## config.mk

```make
export PLATFORM = sky130hd
export DESIGN_NAME = mult_share_arbiter
export DESIGN_NICKNAME = d
export VERILOG_FILES = /design/src/rtl/mult_share_pkg.sv /design/src/rtl/rr_arbiter.sv /design/src/rtl/mult_share_arbiter.sv
export SDC_FILE = /design/constraint.sdc
export NUM_CORES = 1
export LEC_CHECK = 0
export CORE_ASPECT_RATIO = 1.75
export CORE_MARGIN = 5
export CORE_UTILIZATION = 39
export CTS_BUF_LIST = sky130_fd_sc_hd__clkbuf_8
export CTS_CLUSTER_DIAMETER = 40
export DETAILED_ROUTE_END_ITERATION = 8
export HOLD_SLACK_MARGIN = 0.02
export PLACE_DENSITY = 0.82
export SYNTH_ARGS = -nofsm -noshare
export SYNTH_HDL_FRONTEND = slang
export SYNTH_SLANG_ARGS = --single-unit
```

## constraint.sdc

```tcl
create_clock -name clk -period 5.22 [get_ports clk]
set_input_delay 1.044 -clock clk [delete_from_list [all_inputs] [get_ports clk]]
set_output_delay 1.044 -clock clk [all_outputs]
set_load 0.01 [all_outputs]
```

## src/rtl/mult_share_pkg.sv

```systemverilog
`default_nettype none
// ============================================================================
// Module      : mult_share_pkg
// Description : Shared types and helpers for the shared-multiplier arbiter:
//               requester-ID width calculation and the tag record that
//               travels alongside each multiplier operation.
// Revision    : 1.0 - initial release
// ============================================================================
package mult_share_pkg;

  // Widest requester ID any legal configuration needs (up to 8 requesters)
  localparam int c_MAX_ID_W = 3;

  // Requester-index width; never narrower than one bit
  function automatic int calc_id_w(input int n);
    return (n > 1) ? $clog2(n) : 1;
  endfunction

  // One tag pipeline stage: valid flag plus owning requester index
  typedef struct packed {
    logic                  valid;
    logic [c_MAX_ID_W-1:0] id;
  } tag_t;

endpackage
`default_nettype wire

```

## src/rtl/rr_arbiter.sv

```systemverilog
`default_nettype none
// ============================================================================
// Module      : rr_arbiter
// Description : Purely combinational round-robin arbiter. Searches from
//               i_last+1 upward (modulo NUM_REQ) and grants the first
//               asserted request. Reusable by any shared-resource controller.
// Revision    : 1.0 - initial release
// ============================================================================
module rr_arbiter
  import mult_share_pkg::*;
#(
  parameter  int NUM_REQ = 4,
  localparam int ID_W    = calc_id_w(NUM_REQ)
) (
  input  logic [NUM_REQ-1:0] i_req,
  input  logic [ID_W-1:0]    i_last,
  output logic [NUM_REQ-1:0] o_grant,
  output logic [ID_W-1:0]    o_idx,
  output logic               o_any
);

  logic [ID_W-1:0] w_cand;

  // Walk the rotated priority order; the first hit owns the grant
  always_comb begin
    o_grant = '0;
    o_idx   = '0;
    o_any   = 1'b0;
    w_cand  = '0;
    for (int k = 1; k <= NUM_REQ; k++) begin
      w_cand = ID_W'((int'(i_last) + k) % NUM_REQ);
      if (!o_any && i_req[w_cand]) begin
        o_any           = 1'b1;
        o_grant[w_cand] = 1'b1;
        o_idx           = w_cand;
      end
    end
  end

endmodule
`default_nettype wire

```

## src/rtl/mult_share_arbiter.sv

```systemverilog
`default_nettype none
// ============================================================================
// Module      : mult_share_arbiter
// Description : Shares one pipelined multiplier between NUM_REQ requesters.
//               Round-robin issue onto m_a/m_b, a tag pipeline matched to
//               MULT_LATENCY that returns each product with its requester
//               ID, and global back-pressure through the multiplier enable.
// Revision    : 1.0 - initial release
// ============================================================================
module mult_share_arbiter
  import mult_share_pkg::*;
#(
  parameter  int NUM_REQ      = 4,
  parameter  int WIDTH_A      = 8,
  parameter  int WIDTH_B      = 8,
  parameter  int MULT_LATENCY = 2,
  localparam int ID_W         = calc_id_w(NUM_REQ)
) (
  input  logic                         clk,
  input  logic                         rst,
  input  logic [NUM_REQ-1:0]           req_valid,
  output logic [NUM_REQ-1:0]           req_ready,
  input  logic [NUM_REQ*WIDTH_A-1:0]   req_a,
  input  logic [NUM_REQ*WIDTH_B-1:0]   req_b,
  output logic                         rsp_valid,
  input  logic                         rsp_ready,
  output logic [ID_W-1:0]              rsp_id,
  output logic [WIDTH_A+WIDTH_B-1:0]   rsp_p,
  output logic [ID_W+1:0]              inflight,
  output logic                         m_ce,
  output logic [WIDTH_A-1:0]           m_a,
  output logic [WIDTH_B-1:0]           m_b,
  input  logic [WIDTH_A+WIDTH_B-1:0]   m_p
);

  localparam logic [ID_W+1:0] c_ONE       = (ID_W+2)'(1);
  localparam logic [ID_W-1:0] c_LAST_INIT = ID_W'(NUM_REQ - 1);

  logic                 w_adv;
  logic                 w_issue;
  logic                 w_accept;
  logic                 w_any;
  logic [NUM_REQ-1:0]   w_grant;
  logic [ID_W-1:0]      w_gidx;
  logic [ID_W-1:0]      r_last;
  logic [ID_W+1:0]      r_inflight;
  logic [WIDTH_A-1:0]   w_a_arr [NUM_REQ];
  logic [WIDTH_B-1:0]   w_b_arr [NUM_REQ];
  tag_t                 r_tag   [MULT_LATENCY];
  logic                 w_tag_unused;

  // Split the packed operand buses into per-requester slices
  for (genvar gi = 0; gi < NUM_REQ; gi++) begin : g_unpack
    assign w_a_arr[gi] = req_a[gi*WIDTH_A +: WIDTH_A];
    assign w_b_arr[gi] = req_b[gi*WIDTH_B +: WIDTH_B];
  end

  rr_arbiter #(
    .NUM_REQ (NUM_REQ)
  ) u_rr_arbiter (
    .i_req   (req_valid),
    .i_last  (r_last),
    .o_grant (w_grant),
    .o_idx   (w_gidx),
    .o_any   (w_any)
  );

  // The whole pipeline (multiplier plus tags) moves only when the output
  // slot is empty or being drained this cycle
  assign w_adv     = ~rsp_valid | rsp_ready;
  assign m_ce      = w_adv;
  assign req_ready = {NUM_REQ{w_adv}} & w_grant;
  assign w_issue   = w_adv & w_any;
  assign w_accept  = rsp_valid & rsp_ready;

  // Idle issue slots feed zeros so the multiplier sees quiet operands
  assign m_a = w_issue ? w_a_arr[w_gidx] : '0;
  assign m_b = w_issue ? w_b_arr[w_gidx] : '0;

  assign rsp_valid    = r_tag[MULT_LATENCY-1].valid;
  assign rsp_id       = r_tag[MULT_LATENCY-1].id[ID_W-1:0];
  assign rsp_p        = m_p;
  assign inflight     = r_inflight;
  // Upper id bits stay zero when fewer than the maximum requesters exist
  assign w_tag_unused = &{1'b0, r_tag[MULT_LATENCY-1].id};

  // Round-robin pointer remembers the most recent winner
  always_ff @(posedge clk) begin
    if (rst) begin
      r_last <= c_LAST_INIT;
    end else if (w_issue) begin
      r_last <= w_gidx;
    end
  end

  // Tag shift register tracks ownership in lockstep with the multiplier
  always_ff @(posedge clk) begin
    if (rst) begin
      for (int i = 0; i < MULT_LATENCY; i++) begin
        r_tag[i] <= '0;
      end
    end else if (w_adv) begin
      r_tag[0].valid <= w_issue;
      r_tag[0].id    <= w_issue ? c_MAX_ID_W'(w_gidx) : '0;
      for (int i = 1; i < MULT_LATENCY; i++) begin
        r_tag[i] <= r_tag[i-1];
      end
    end
  end

  // Count operations issued but not yet taken on the response port
  always_ff @(posedge clk) begin
    if (rst) begin
      r_inflight <= '0;
    end else begin
      case ({w_issue, w_accept})
        2'b10:   r_inflight <= r_inflight + c_ONE;
        2'b01:   r_inflight <= r_inflight - c_ONE;
        default: r_inflight <= r_inflight;
      endcase
    end
  end

endmodule
`default_nettype wire

```

---- Yosys cells after proc, flatten, opt, wreduce, memory -nomap -nowiden ----
Memories as Yosys holds them, arrays and structs flattened.
Cells that the tools add are included.
cells by class
  $add $sub $neg .......................... 6
  $lt $le $gt $ge ......................... 9
  equality and inequality tests ........... 2
  muxes and demuxes ....................... 46
  bitwise gates (word level) .............. 12
  reductions and logical operators ........ 11
operators with widths
  cell                                                                           count
  8-bit two-way mux                                                              6
  8-bit binary-select mux with 2-bit select                                      2
  4-bit two-way mux                                                              5
  1-bit two-way mux                                                              18
  2-bit by 3-bit less-than comparator with 1-bit output (second input constant)  4
  4-bit bitwise OR                                                               3
  2-bit two-way mux                                                              5
  1-bit binary-select mux with 2-bit select                                      4
  1-bit demux with 2-bit select                                                  4
  2-bit by 1-bit >= comparator with 1-bit output (second input constant)         4
  4-bit one-hot mux with 2 select lines                                          1
  1-bit logical AND                                                              7
  2-bit by 1-bit adder with 2-bit output (second input constant)                 2
  2-bit adder (second input constant)                                            2
  4-bit by 1-bit adder with 4-bit output (second input constant)                 1
  4-bit bitwise AND                                                              1
  1-bit bitwise OR                                                               4
  4-bit by 1-bit subtractor with 4-bit output (second input constant)            1
  3-bit >= comparator (second input constant)                                    1
  1-bit zero test                                                                3
  3-bit two-way mux                                                              1
  2-bit inverter with 3-bit output                                               1
  1-bit bitwise AND                                                              2
  2-bit by 1-bit equality test with 1-bit output (second input constant)         1
  3 further kinds                                                                3
storage, ports and cells
  flip-flop bits (word level) ............. 6
  RAM bits ................................ 8
  input port bits ......................... 87
  word-level logic and storage cells ...... 89
  memories ................................ 1
memories
  memory  words  bits a word  read ports  clocked after memory_dff  wr ports  line                      source
  r_tag   2      4            2           0                         2         mult_share_arbiter.sv:49  tag_t r_tag [MULT_LATENCY];

---- Longest topological paths before layout ----
  depth in word-level cells ............... 18
  mapped depth ............................ 15

---- Hierarchy ----
Synthesis repeated with hierarchy kept, for this count alone.
second synthesis, totals
  cell total of the unflattened synthesis .. 198
  area, all modules ....................... 1906.8 um^2
modules (own cells, without submodules)
  module              instances  cells an instance  area an instance (um^2)  seq. area each (um^2)
  mult_share_arbiter  1          112                1277.5                   300.3
  rr_arbiter          1          86                 629.4                    0.0

---- Worst setup path after synthesis ----
OpenSTA, ideal clock, no wires.
  kind .................................... register to output
  start point ............................. reg r_last[0]
  end point ............................... out m_b[3]
  data arrival time ....................... 3149 ps
  data required time ...................... 4176 ps
  setup slack ............................. 1027 ps
  stages on the path, launching flop included .. 12
  buffers on the path ..................... 4
  cells stage by stage .................... dfxtp_1 > buf_2 > inv_1 > ha_1 > buf_6 > mux4_2 > or3_4 > o32a_1 > or2_1 > buf_6 > buf_6 > o22ai_2
between the ends
  word-level cells in the longest chain between the ends .. 18
  elaborated cells between the ends (all ways) .. 32
  classes of those cells .................. 4 x add/sub; 20 x mux; 2 x bitwise; 6 x reduce/logical
ends and longest elaborated chain
  what                                                    line                      source
  from (decl)                                             mult_share_arbiter.sv:45  logic [ID_W-1:0] r_last;
  from (signal assigned)                                  mult_share_arbiter.sv:90  r_last <= c_LAST_INIT;
  from (signal assigned)                                  mult_share_arbiter.sv:92  r_last <= w_gidx;
  2-bit by 1-bit adder with 2-bit output                  rr_arbiter.sv:31          w_cand = ID_W'((int'(i_last) + k) % NUM_REQ);
  1-bit binary-select mux with 2-bit select               rr_arbiter.sv:32          if (!o_any && i_req[w_cand]) begin
  1-bit two-way mux (implied by the code)                 rr_arbiter.sv:32
  1-bit two-way mux                                       rr_arbiter.sv:32
  1-bit zero test                                         rr_arbiter.sv:32
  1-bit logical AND                                       rr_arbiter.sv:32
  1-bit two-way mux                                       rr_arbiter.sv:32
  1-bit zero test                                         rr_arbiter.sv:32
  1-bit logical AND                                       rr_arbiter.sv:32
  1-bit two-way mux                                       rr_arbiter.sv:32
  1-bit zero test                                         rr_arbiter.sv:32
  1-bit logical AND                                       rr_arbiter.sv:32
  2-bit two-way mux                                       rr_arbiter.sv:32
  2-bit inverter with 3-bit output (implied by the code)  mult_share_arbiter.sv:78  assign m_b = w_issue ? w_b_arr[w_gidx] : '0;
  8-bit binary-select mux with 2-bit select               mult_share_arbiter.sv:78
  8-bit two-way mux (implied by the code) (2 in a row)    mult_share_arbiter.sv:78
  8-bit two-way mux (*)                                   mult_share_arbiter.sv:78
  to (decl)                                               mult_share_arbiter.sv:32  output logic [WIDTH_B-1:0] m_b,
Every way passes the cells marked *; elsewhere a longest branch is shown, timed or not. The select of a mux whose other input is x is not followed.

---- Final worst setup path ----
  start point ............................. in req_valid[2]
  end point ............................... out m_b[4]
between the ends
  word-level cells in the longest chain between the ends .. 17
  elaborated cells between the ends (all ways) .. 28
  classes of those cells .................. 20 x mux; 2 x bitwise; 6 x reduce/logical
ends and longest elaborated chain
  what                                                    line                      source
  from (decl)                                             mult_share_arbiter.sv:21  input logic [NUM_REQ-1:0] req_valid,
  1-bit binary-select mux with 2-bit select               rr_arbiter.sv:32
  1-bit two-way mux (implied by the code)                 rr_arbiter.sv:32
  1-bit two-way mux                                       rr_arbiter.sv:32
  1-bit zero test                                         rr_arbiter.sv:32
  1-bit logical AND                                       rr_arbiter.sv:32
  1-bit two-way mux                                       rr_arbiter.sv:32
  1-bit zero test                                         rr_arbiter.sv:32
  1-bit logical AND                                       rr_arbiter.sv:32
  1-bit two-way mux                                       rr_arbiter.sv:32
  1-bit zero test                                         rr_arbiter.sv:32
  1-bit logical AND                                       rr_arbiter.sv:32
  2-bit two-way mux                                       rr_arbiter.sv:32
  2-bit inverter with 3-bit output (implied by the code)  mult_share_arbiter.sv:78
  8-bit binary-select mux with 2-bit select               mult_share_arbiter.sv:78
  8-bit two-way mux (implied by the code) (2 in a row)    mult_share_arbiter.sv:78
  8-bit two-way mux (*)                                   mult_share_arbiter.sv:78
Marked as above.

==> results.md <==
* IO Port Bufs at about 100
* # rows at 36
* Max-Cap Viols at 0
* Area of the multi-input gates at between 1500 and 2000 sq um
* Worst-case hold path end point: inflight[2]
* Status: finished clean
* Vias at roughly 2400
* CTS tree: done
* Ratio of cells with drive above 1 in the final layout at 11.0%
* FILL cells at a little over 500
* Final hold slack at ~0.53 ns
* Total gr overflow at 0
* Worst path slowest cell: clkdlybuf4s50_1
* DIE HEIGHT at about 110 um
* Critical Path AT at 4.12 ns
* Worst r2r src: r_last[0]
* Syn-to-layout area delta at 47.3%
* Post-DRT Antenna Nets at 0
* Die X at roughly 66 um
* # DRC at 0
* Sink Count at 12
* Clk_skew at 0.000399 ns
* Max-slew violations at 0
* Library cells used by synthesis at between 40 and 50
* Max Clock Freq at about 190 MHz
* DR vias/cell at between 5 and 6
* Power Density at 682 nW/um^2
* Final Cell Area at between 3000 and 4000 sq um
* Slew headroom at about half
* Yosys reg bits at 12
* IO Pins at between 100 and 150
* Initial antenna violation count at 0
* Mapped Cells at approximately 290
* Worst hold path startpoint: inflight[2]
* Yosys warnings at 0
* Largest net degree at the start of global routing at 79
* Min cycle time layout at a little over 5 ns
* Avg Cell Area, Syn at between 7 and 8 sq um
* DR iter-0 viols at 86
* Reg-to-reg slack, setup at 1.59 ns
* First-pass detailed-route iteration total at 5
* Crit path top cell by count: clkdlybuf4s50_1
* Num CTS Buffers at 3
* Postcts setup bufs at 0
* DR WL/cell at between 15 and 20 um
* RSZ-0062 raised after global routing: no
* HPWL after detailed placement at between 5000 and 6000 um
* H-tree Lvls at 1
* Skew-Pair Late Insertion Delay at ~0.24 ns
* Global placer's final weighted congestion at 0.875
* Number of global-route vias before repair at 2350
* RR Endpoint: inflight[2]
* Area after DPL at 3130 sq um
* Register area at 302 sq um
* HP Class: reg2reg
* Setup CP Type: in2out
* Routed WL at a little under 7000 um
* Crit. End Element: output port
* Pre-CTS WS at -0.0450 ns
* CP max FO at 7
* Initial core utilization at 39.4%
* Reg2reg path depth at 12
* FFs w/ async S/R, synth at 0%
* Root buf cell: clkbuf_8
* Worst slew pin tran at around 0.76 ns
* Setup violators final at 0
* First-pass GRT wire length at roughly 11000 um
* Largest stage delay on the critical path at 0.62 ns
* Leakage at about 1.3 nW
* Syn_nets at 383
* Final worst slack at between 0.05 and 0.06 ns
* CP Data Required Time at approximately 4.2 ns
* Nets at 462
* Post-synth EDFFs at 6
* Seq/Total Area, Yosys at between 10 and 15%
* Maximum clock path buffer count at 2
* Worst hold stages at 2
* Die outline area at ~7000 sq um
* Synthesized area at around 2200 sq um
* Clock transition at the registers of the reported paths at approximately 0.050 ns
* Crit-path cells: clkdlybuf4s50_1, mux4_2, nor2b_1, a221oi_1, o32a_1, buf_4, nand2b_2, o32ai_1, clkdlybuf4s50_1
* Final Cycle Share at a little over nine tenths
* Tot GR Track Use at between 10% and 20%
* Crit start category: input port
* Diode count at 0
* Core area at between 5000 and 6000 sq um
* Synth Flop Type: edfxtp_1
* Worst vdd ir at roughly 0.4 mV
* Final hold violations at 0
## worst max-delay path, delay by kind of cell
family	cells	cell delay (ns)
buffers and inverters	3	1.25
AO/OA/AOI/OAI	3	0.96
multiplexers	1	0.55
AND/OR/NAND/NOR	2	0.30
## sequential cells by signal (all words and copies together), names as in the netlist
signal    count
r_tag         6
inflight      4
r_last        2
## routing by layer
metal,vias up,wire (um),track usage (%)
met2,89,3610,33.4
met3,25,430,2.60
met1,1129,2550,19.1
met4,0,345,9.88
met5,-,0,0
li1,1195,-,-
## per-stage QoR
step	util, %	setup TNS [ns]	power (mW)	cells
finish	58.0	0	2.17	439
global route	58.0	0	2.33	439
floorplan	-	0	1.35	285
CTS	57.9	0	2.18	439
detailed placement	57.0	-0.0870	2.09	435
global placement	57.0	0	2.05	435
## cells in the final DEF (no fill, tap or decap), drive strengths merged, types with 4 or more instances in the layout
| master | count |
|---|---|
| and2 | 4 |
| o21ai | 12 |
| a21oi | 4 |
| ha | 11 |
| inv | 28 |
| a221oi | 5 |
| mux4 | 4 |
| a211oi | 9 |
| nand2b | 5 |
| a31oi | 25 |
| clkdlybuf4s50 | 95 |
| nor3 | 19 |
| nand3b | 9 |
| dfxtp | 6 |
| o32ai | 8 |
| buf | 20 |
| o22ai | 8 |
| nor2 | 25 |
| o31ai | 8 |
| edfxtp | 6 |
| a22oi | 4 |
| mux2i | 20 |
## where the power goes
group / total, mW / switching, mW / internal [mW]
registers: 0.154 / 0.0204 / 0.134
clock network: 0.0863 / 0.0344 / 0.0519
logic: 1.93 / 0.977 / 0.956
## how the worst max path moves through the flow
stage | cells after the start | from | slack, ns | end
5_1_grt | 8 | req_valid[2] | 0.008 | m_a[0]
4_1_cts | 8 | req_valid[2] | 0.02 | m_a[4]
3_5_place_dp | 8 | req_valid[2] | -0.04 | m_a[0]
2_1_floorplan | 11 | r_last[0] | 1.03 | m_b[3]
3_3_place_gp | 8 | req_valid[2] | 0.04 | m_a[6]
6_report | 9 | req_valid[2] | 0.06 | m_b[4]
## synthesized netlist by cell type (all sizes together), types with 4 or more instances
library cell | n | share of area, %
nand3b | 9 | 3.1
a221oi | 5 | 2.0
mux2i | 20 | 9.2
a31oi | 25 | 7.2
a21oi | 4 | 0.92
o31ai | 8 | 2.8
a211oi | 9 | 3.1
nor3 | 19 | 4.4
clkbuf | 16 | 2.8
nor2 | 25 | 4.3
edfxtp | 6 | 8.3
ha | 11 | 6.4
and2 | 4 | 1.2
mux4 | 4 | 4.2
buf | 28 | 9.6
o32ai | 8 | 3.6
nand2b | 5 | 1.4
dfxtp | 6 | 5.5
a22oi | 4 | 1.4
o22ai | 8 | 2.9
inv | 28 | 4.9
o21ai | 12 | 2.9
## what timing repair did
item | in CTS | in global routing
hold buffers | 0 | 0
gates resized for setup | 3 | 3
cloned | 0 | 0
pin swaps | 0 | 0
endpoints found under the setup margin | 6 | 8
## final cells by class
| type | count | share of cell area [%] |
|---|---|---|
| clock buffer | 3 | 1.30 |
| clock inverter | 1 | 0.118 |
| inverter | 28 | 3.30 |
| multi-input combinational | 201 | 47.3 |
| sequential | 12 | 9.46 |
| tap | 76 | 2.98 |
| timing repair buffer | 118 | 35.6 |
## kinds of logic (layout without fill, tap and decap cells)
group                    after synthesis  after routing  share of synthesized area, %
flip-flops                            12             12                          13.9
AO/OA/AOI/OAI                         86             86                          28.1
adder cells (fa/ha/maj)               11             11                          6.36
multiplexers                          27             27                          15.0
AND/OR/NAND/NOR                       73             73                          17.9
buffers and inverters                 72            150                          17.2
XOR/XNOR                               4              4                          1.62
No activity file was read; power rests on OpenSTA's default activity.
